### config.mk
export PLATFORM = sky130hd
export DESIGN_NAME = mult_sequencer
export DESIGN_NICKNAME = d
export VERILOG_FILES = /design/src/rtl/mult_pkg.sv /design/src/rtl/add_sub9.sv /design/src/rtl/mult_sequencer.sv
export SDC_FILE = /design/constraint.sdc
export NUM_CORES = 1
export LEC_CHECK = 0
export CAP_MARGIN = 20
export CORE_ASPECT_RATIO = 1.5
export CORE_MARGIN = 1
export CORE_UTILIZATION = 47
export CTS_CLUSTER_SIZE = 20
export DETAILED_ROUTE_END_ITERATION = 7
export HOLD_SLACK_MARGIN = 0.03
export PLACE_DENSITY = 0.86
export SYNTH_ARGS = -nofsm -noshare
export SYNTH_HDL_FRONTEND = slang
export SYNTH_SLANG_ARGS = --single-unit
export TNS_END_PERCENT = 20
### constraint.sdc
create_clock -name Clk -period 8.7 [get_ports Clk]
set_input_delay 1.305 -clock Clk [delete_from_list [all_inputs] [get_ports Clk]]
set_output_delay 1.305 -clock Clk [all_outputs]
set_load 0.005 [all_outputs]
### src/rtl/mult_pkg.sv
// Shared types and constants for the 8x8 signed shift-add multiplier sequencer.
//   mult_state_t : sequencer state encoding
//   MULT_WIDTH   : operand width expected by register_unit
//   ITER_LAST    : final iteration index (the subtract step)
package mult_pkg;

  localparam int unsigned MULT_WIDTH = 8;
  localparam int unsigned ITER_W     = 3;
  localparam logic [ITER_W-1:0] ITER_LAST = 3'd7;

  typedef enum logic [2:0] {
    S_IDLE  = 3'd0,
    S_LOADB = 3'd1,
    S_CLRA  = 3'd2,
    S_CLR   = 3'd3,
    S_ADD   = 3'd4,
    S_SHIFT = 3'd5,
    S_HOLD  = 3'd6
  } mult_state_t;

endpackage

### src/rtl/add_sub9.sv
// 9-bit sign-extending adder/subtractor for the partial-product step.
//   a   in  8  current A register (signed)
//   s   in  8  multiplicand (signed)
//   sub in  1  1 = a - s, 0 = a + s
//   sum out 9  sign-extended result; sum[8] becomes the new X
module add_sub9 (
  input  logic [7:0] a,
  input  logic [7:0] s,
  input  logic       sub,
  output logic [8:0] sum
);

  logic [8:0] a_ext;
  logic [8:0] s_ext;

  assign a_ext = {a[7], a};
  assign s_ext = {s[7], s};

  // Wraps modulo 2^9, which is exactly what the sign-extension bit needs.
  assign sum = sub ? (a_ext - s_ext) : (a_ext + s_ext);

endmodule

### src/rtl/mult_sequencer.sv
// Control and datapath-drive side of the 8x8 signed shift-add multiplier.
// Drives register_unit (load/shift/serial/data), owns the sign bit X and the
// add/subtract path. The 16-bit product ends up in {A,B}, X holds its sign.
//   Clk, Reset            clock, synchronous active-high reset
//   Run, ClearA_LoadB     start multiply / load B and clear A (sampled in IDLE)
//   Sw                    multiplicand, also the value loaded into B
//   A, B, A_out, B_out    register_unit contents and LSBs
//   Ld_A, Ld_B, Shift_En  register_unit controls (combinational decode)
//   A_In, B_In, D_in      register_unit serial inputs and load data
//   X                     sign-extension bit of A (registered)
//   Busy, Done            multiply in progress / result valid
module mult_sequencer
  import mult_pkg::*;
#(
  parameter int unsigned WIDTH = 8
) (
  input  logic             Clk,
  input  logic             Reset,
  input  logic             Run,
  input  logic             ClearA_LoadB,
  input  logic [WIDTH-1:0] Sw,
  input  logic [WIDTH-1:0] A,
  input  logic [WIDTH-1:0] B,
  input  logic             A_out,
  input  logic             B_out,
  output logic             Ld_A,
  output logic             Ld_B,
  output logic             Shift_En,
  output logic             A_In,
  output logic             B_In,
  output logic [WIDTH-1:0] D_in,
  output logic             X,
  output logic             Busy,
  output logic             Done
);

  // register_unit and the 9-bit adder are both fixed at 8 bits.
  if (WIDTH != MULT_WIDTH) begin : g_width_check
    $error("mult_sequencer: WIDTH must be 8");
  end

  mult_state_t       state, state_nxt;
  logic [ITER_W-1:0] k, k_nxt;
  logic              x, x_nxt;
  logic              sub;
  logic [8:0]        sum;
  logic              unused_b;

  // M comes from B_out; the full B bus is not needed by the sequencer.
  assign unused_b = ^B;

  // Last iteration weighs the multiplier's sign bit negatively.
  assign sub = (k == ITER_LAST);

  add_sub9 u_add_sub9 (
    .a   (A),
    .s   (Sw),
    .sub (sub),
    .sum (sum)
  );

  assign X = x;

  // State, iteration counter and sign bit.
  always_ff @(posedge Clk) begin
    if (Reset) begin
      state <= S_IDLE;
      k     <= '0;
      x     <= 1'b0;
    end else begin
      state <= state_nxt;
      k     <= k_nxt;
      x     <= x_nxt;
    end
  end

  // Next-state and control decode; everything forced low while in reset.
  always_comb begin
    state_nxt = state;
    k_nxt     = k;
    x_nxt     = x;
    Ld_A      = 1'b0;
    Ld_B      = 1'b0;
    Shift_En  = 1'b0;
    A_In      = 1'b0;
    B_In      = 1'b0;
    D_in      = '0;
    Busy      = 1'b0;
    Done      = 1'b0;

    if (!Reset) begin
      unique case (state)
        S_IDLE: begin
          if (Run)               state_nxt = S_CLR;
          else if (ClearA_LoadB) state_nxt = S_LOADB;
        end
        S_LOADB: begin
          Ld_B      = 1'b1;
          D_in      = Sw;
          state_nxt = S_CLRA;
        end
        S_CLRA: begin
          Ld_A      = 1'b1;
          x_nxt     = 1'b0;
          state_nxt = S_IDLE;
        end
        S_CLR: begin
          // B is deliberately kept so a new Run multiplies the previous low byte.
          Busy      = 1'b1;
          Ld_A      = 1'b1;
          x_nxt     = 1'b0;
          k_nxt     = '0;
          state_nxt = S_ADD;
        end
        S_ADD: begin
          Busy = 1'b1;
          if (B_out) begin
            Ld_A  = 1'b1;
            D_in  = sum[WIDTH-1:0];
            x_nxt = sum[WIDTH];
          end
          state_nxt = S_SHIFT;
        end
        S_SHIFT: begin
          Busy     = 1'b1;
          Shift_En = 1'b1;
          A_In     = x;
          B_In     = A_out;
          if (k == ITER_LAST) begin
            state_nxt = S_HOLD;
          end else begin
            k_nxt     = ITER_W'(k + 3'd1);
            state_nxt = S_ADD;
          end
        end
        S_HOLD: begin
          Done = 1'b1;
          if (!Run) state_nxt = S_IDLE;
        end
        default: state_nxt = S_IDLE;
      endcase
    end
  end

endmodule
**Word level (Yosys, flattened, before mapping)**

Index checks and enable logic that the tools add are counted.

- Flip-flop bits (word level): 7
- Word-level logic and storage cells: 53
- Output and inout bits: 16

- Reductions and logical operators: 8
- Eq/ne operators: 11
- Add/sub/neg operators: 3
- Multiplexer cells: 28

Operators with widths:

| kind | count |
|---|---|
| one-hot mux 3 bit (6 select lines) | 1 |
| 2-to-1 mux 8 bit | 2 |
| one-hot mux 8 bit (2 select lines) | 1 |
| 2-to-1 mux 1 bit | 15 |
| == test 3 bit, second input constant | 4 |
| 2-to-1 mux 3 bit | 4 |
| adder 8 x 8 -> 9 bit | 1 |
| 2-to-1 mux 9 bit | 1 |
| subtractor 8 x 8 -> 9 bit | 1 |
| == test 3 x 2 -> 1 bit, second input constant | 2 |
| inequality test 2 bit, second input constant | 3 |
| one-hot mux 3 bit (2 select lines) | 1 |
| AND reduction 2 bit | 3 |
| one-hot mux 1 bit (2 select lines) | 2 |
| nonzero test 2 bit | 2 |
| adder 3 x 1 -> 3 bit, second input constant | 1 |
| == test 3 x 1 -> 1 bit, second input constant | 1 |
| logical NOT 3 bit | 1 |
| inequality test 3 bit, second input constant | 1 |
| OR reduction 3 bit | 1 |
| 2-to-1 mux 2 bit | 1 |
| OR reduction 2 bit | 1 |

**Longest topological paths before layout**

- Word-level depth: 5
- Depth in mapped cells: 11
- Depth with buffers taken out: 10

**By module**

From an unflattened synthesis, not the netlist that was laid out.

- Cell total of the unflattened synthesis: 140
- Area, all modules: 1138.6 um^2

Modules (own cells, without submodules):

| module | cells an instance | times used | area each (um^2) |
|---|---|---|---|
| mult_sequencer | 73 | 1 | 620.6 |
| add_sub9 | 67 | 1 | 518.0 |

**Least setup slack after synthesis**

Ideal clock, no wire load.

- Kind: input -> output
- Start: in Sw[0]
- End: out D_in[7]
- Slack: 4.164 ns
- Stages: 10
- Required time: 7.395 ns
- Path buffers: 0
- Arrival: 3.231 ns
- Cell sequence: inv_1 ha_1 mux2_2 inv_1 ha_1 nor2b_1 o211a_1 o2111a_1 o31a_1 o31ai_1

- Cells in the longest elaborated chain, start to end: 5
- Elaborated cells on any way between the ends: 6

RTL lines:

| item | line | source |
|---|---|---|
| start: declaration | mult_sequencer.sv:21 | `input logic [WIDTH-1:0] Sw,` |
| adder 8 x 8 -> 9 bit / subtractor 8 x 8 -> 9 bit (equally long branches) | add_sub9.sv:20 | `assign sum = sub ? (a_ext - s_ext) : (a_ext + s_ext);` |
| 2-to-1 mux 9 bit * | add_sub9.sv:20 |  |
| 2-to-1 mux 8 bit * | mult_sequencer.sv:117 | `if (B_out) begin` |
| one-hot mux 8 bit (2 select lines) * | mult_sequencer.sv:92 | `unique case (state)` |
| 2-to-1 mux 8 bit * | mult_sequencer.sv:91 | `if (!Reset) begin` |
| end: declaration | mult_sequencer.sv:31 | `output logic [WIDTH-1:0] D_in,` |

Mark *: on every way between the ends. The rest lies on a longest branch, timed or not.

**Final worst setup path**

Ends and elaborated chain as after synthesis.

==> out/summary.txt <==
drt total wl -> 3.09 mm
Setup CP Type -> in2out
simple-gate share of the synthesized area -> 32.6%
setup tns final -> 0 ns
first drt pass iteration count -> 4
final core utilization -> 67.0%
post-route ant nets -> 0
Critical path buffers and inverters -> 4
count of cell types in the netlist -> 44
Power Dens Cells -> 86.8 mW/mm2
fin crit period -> 5.77 ns
# diodes -> 0
Final Hold Fails -> 0
share of cells above drive strength 1 -> 4.19%
HP Start -> X
initial antenna violation count -> 0
first-pass GRT wire length -> 5.36 mm
cts hold-fix bufs -> 0
combinational family with the most area after synthesis -> simple AND/OR/NAND/NOR gates
top cells by area, synth -> dfxtp_1, ha_1, nor2_1, xnor2_1, a21oi_1
Post-Route Skew -> 0.00336 ns
CTS tree -> done
fin. max-slew vios -> 0
share of the synthesized area in the top cell type -> 12.3%
largest net degree at the start of global routing -> 18
clock buffer depth -> 2
Slew HR -> 56.9%
family with the most delay on the worst path -> buffers and inverters
row cnt -> 21
Hold WC Path Type -> reg2reg
port bufs -> 37
Max FO, Critical Path -> 5
synthesized area per cell -> 7.24 um2
Worst EP required -> 7.39 ns
Synth Area in XOR/XNOR -> 6.93%
Slowest-stage cell, CP -> clkdlybuf4s50_1
RSZ-0062 raised after global routing -> no
post_cts resized -> 0
number of setup violations in the final report -> 0
clock sinks -> 7
Avg WL per Cell -> 14.4 um
crit end category -> output port
Finished Cell Area -> 0.00151 mm2
Vias -> 1280
DRC viols -> 0
Seq/Total Area, Yosys -> 12.3%
Worst-path clk slew -> 0.05 ns
FF+latch count, synth -> 7
post-synthesis adder-cell area fraction -> 13.9%
vias in the first global route -> 1305
max_cap viols -> 0
prevailing post-synth register cell -> dfxtp_1
dpl hpwl -> 2.51 mm
initial core utilization -> 50.3%
fmax -> 0.173 GHz
nets -> 234
CTS Buf Count -> 3
Slew @ Worst Pin -> 0.645 ns
total grt overflow -> 0
# IOs -> 46
CP Cell Sequence -> clkdlybuf4s50_1 > inv_1 > ha_1 > mux2_2 > inv_1 > ha_1 > nor2b_1 > o211a_1 > o2111a_1 > o31a_1 > o31ai_1 > clkdlybuf4s50_1
synth warn -> 0
Post-synth ARST share -> 0%
mux cell area share after synthesis -> 1.87%
status -> finished clean
die height -> 62.3 um
maximum vdd drop -> 0.0736 mV
DRT iter0 DRCs -> 26
area grow syn2layout -> 33.1%
Post-Syn Instances -> 157
Skew-Pair Late Insertion Delay -> 0.25 ns
Mapped Area -> 0.00114 mm2
CP max stage delay -> 0.55 ns
r2r startpoint -> k[0]
Core Footprint -> 0.00226 mm2
H-tree depth -> 1
fin crit share -> 66.4%
global-route usage over all layers -> 24.7%
Critical Path Source -> Sw[0]
Post-DP Area -> 0.00149 mm2
LEAKAGE -> 0.597 nW
full die area -> 0.00262 mm2
CP startpoint kind -> input port
Design Power -> 0.000131 W
Post-synth EDFFs -> 0
gp weighted congestion -> 0.865
Net Count, Synth -> 199
Post-CTS Setup Bufs -> 0
Chip Width -> 42.2 um
Synth area leader -> dfxtp_1
Worst EP arrival -> 4.47 ns
vias per std cell -> 5.98
root buffer cell -> clkbuf_4
Synth Area in Compound Gates -> 24.9%
## layout by cell type, fill, tap and decap left out, drive strengths merged, types with 2 or more instances in the layout
master / Yosys / routed
dfxtp: 7 / 7
o31ai: 3 / 3
a32oi: 2 / 2
nand2b: 5 / 5
nor3: 5 / 5
a22oi: 4 / 4
nand4: 2 / 2
xnor2: 8 / 8
nand2: 6 / 6
nor4: 2 / 2
nor2b: 3 / 3
nand3: 3 / 3
and2: 3 / 3
clkdlybuf4s50: 0 / 37
a22o: 2 / 2
or3: 3 / 3
a211oi: 2 / 2
or2: 2 / 2
inv: 10 / 10
o21ai: 10 / 10
nor2: 27 / 27
clkbuf: 4 / 4
a21oi: 13 / 13
ha: 11 / 11
## synth_stat cells (3+ instances only)
library cell  count
nor3_1            4
o31ai_1           3
o21ai_0           6
nand3_1           3
o21ai_1           4
nor2_1           27
a21oi_1          13
nand2_1           6
or3_1             3
buf_6             3
nand2b_1          5
a22oi_1           4
nor2b_1           3
clkbuf_1          4
inv_1            10
xnor2_1           8
ha_1             11
dfxtp_1           7
and2_1            3
## power breakdown
group	leakage [nW]	internal (W)	switching, W
clock network	0.0150	0.0000175	0.0000114
registers	0.0570	0.0000336	0.00000492
logic	0.525	0.0000319	0.0000320
total	0.597	0.0000831	0.0000483
## worst min-delay path: stages (launching register included)
cell,delay (ns)
dfxtp_1,0.31
nand4b_1,0.09
nand3_1,0.08
## through the flow
step                      instances  hold WS (ns)  setup slack, ns
after floorplan                 157         0.505             4.16
after global placement          210         0.533             2.96
after detailed placement        210         0.532             2.93
after CTS                       214         0.548             2.92
after global routing            214         0.603             2.78
final                           214         0.542             2.93
## cell type report
type                    count  area (um2)
repair buffers             37         370
inverters                  10        37.5
fillers                   189         746
well taps                  23        28.8
multi-input cells         133         911
flip-flops and latches      7         140
clock buffers               4        26.3
## final timing paths
kind / endpoint / slack, ns / cells past startpoint
worst min-delay path: X / 0.54 / 2
worst max-delay path: D_in[7] / 2.93 / 12
worst min register to register: X / 0.54 / 2
worst max register to register: X / 5.73 / 9
## registers in the layout, indices dropped and copies added, names as in the netlist
register,count
X,1
k,3
state,3
## layer usage
metal	vias to the layer above	global-route usage, %	part of all wire [%]
li1	635	-	-
met1	578	27.8	38
met2	57	44.6	53
met3	10	2.33	5.1
met4	0	12.1	3.0
met5	-	0	0
## cell families after synthesis
group                    after synthesis
AO/OA/AOI/OAI                         43
XOR/XNOR                               9
adder cells (fa/ha/maj)               12
flip-flops                             7
AND/OR/NAND/NOR                       67
buffers and inverters                 17
multiplexers                           2
(Power assumes the default switching activity.)
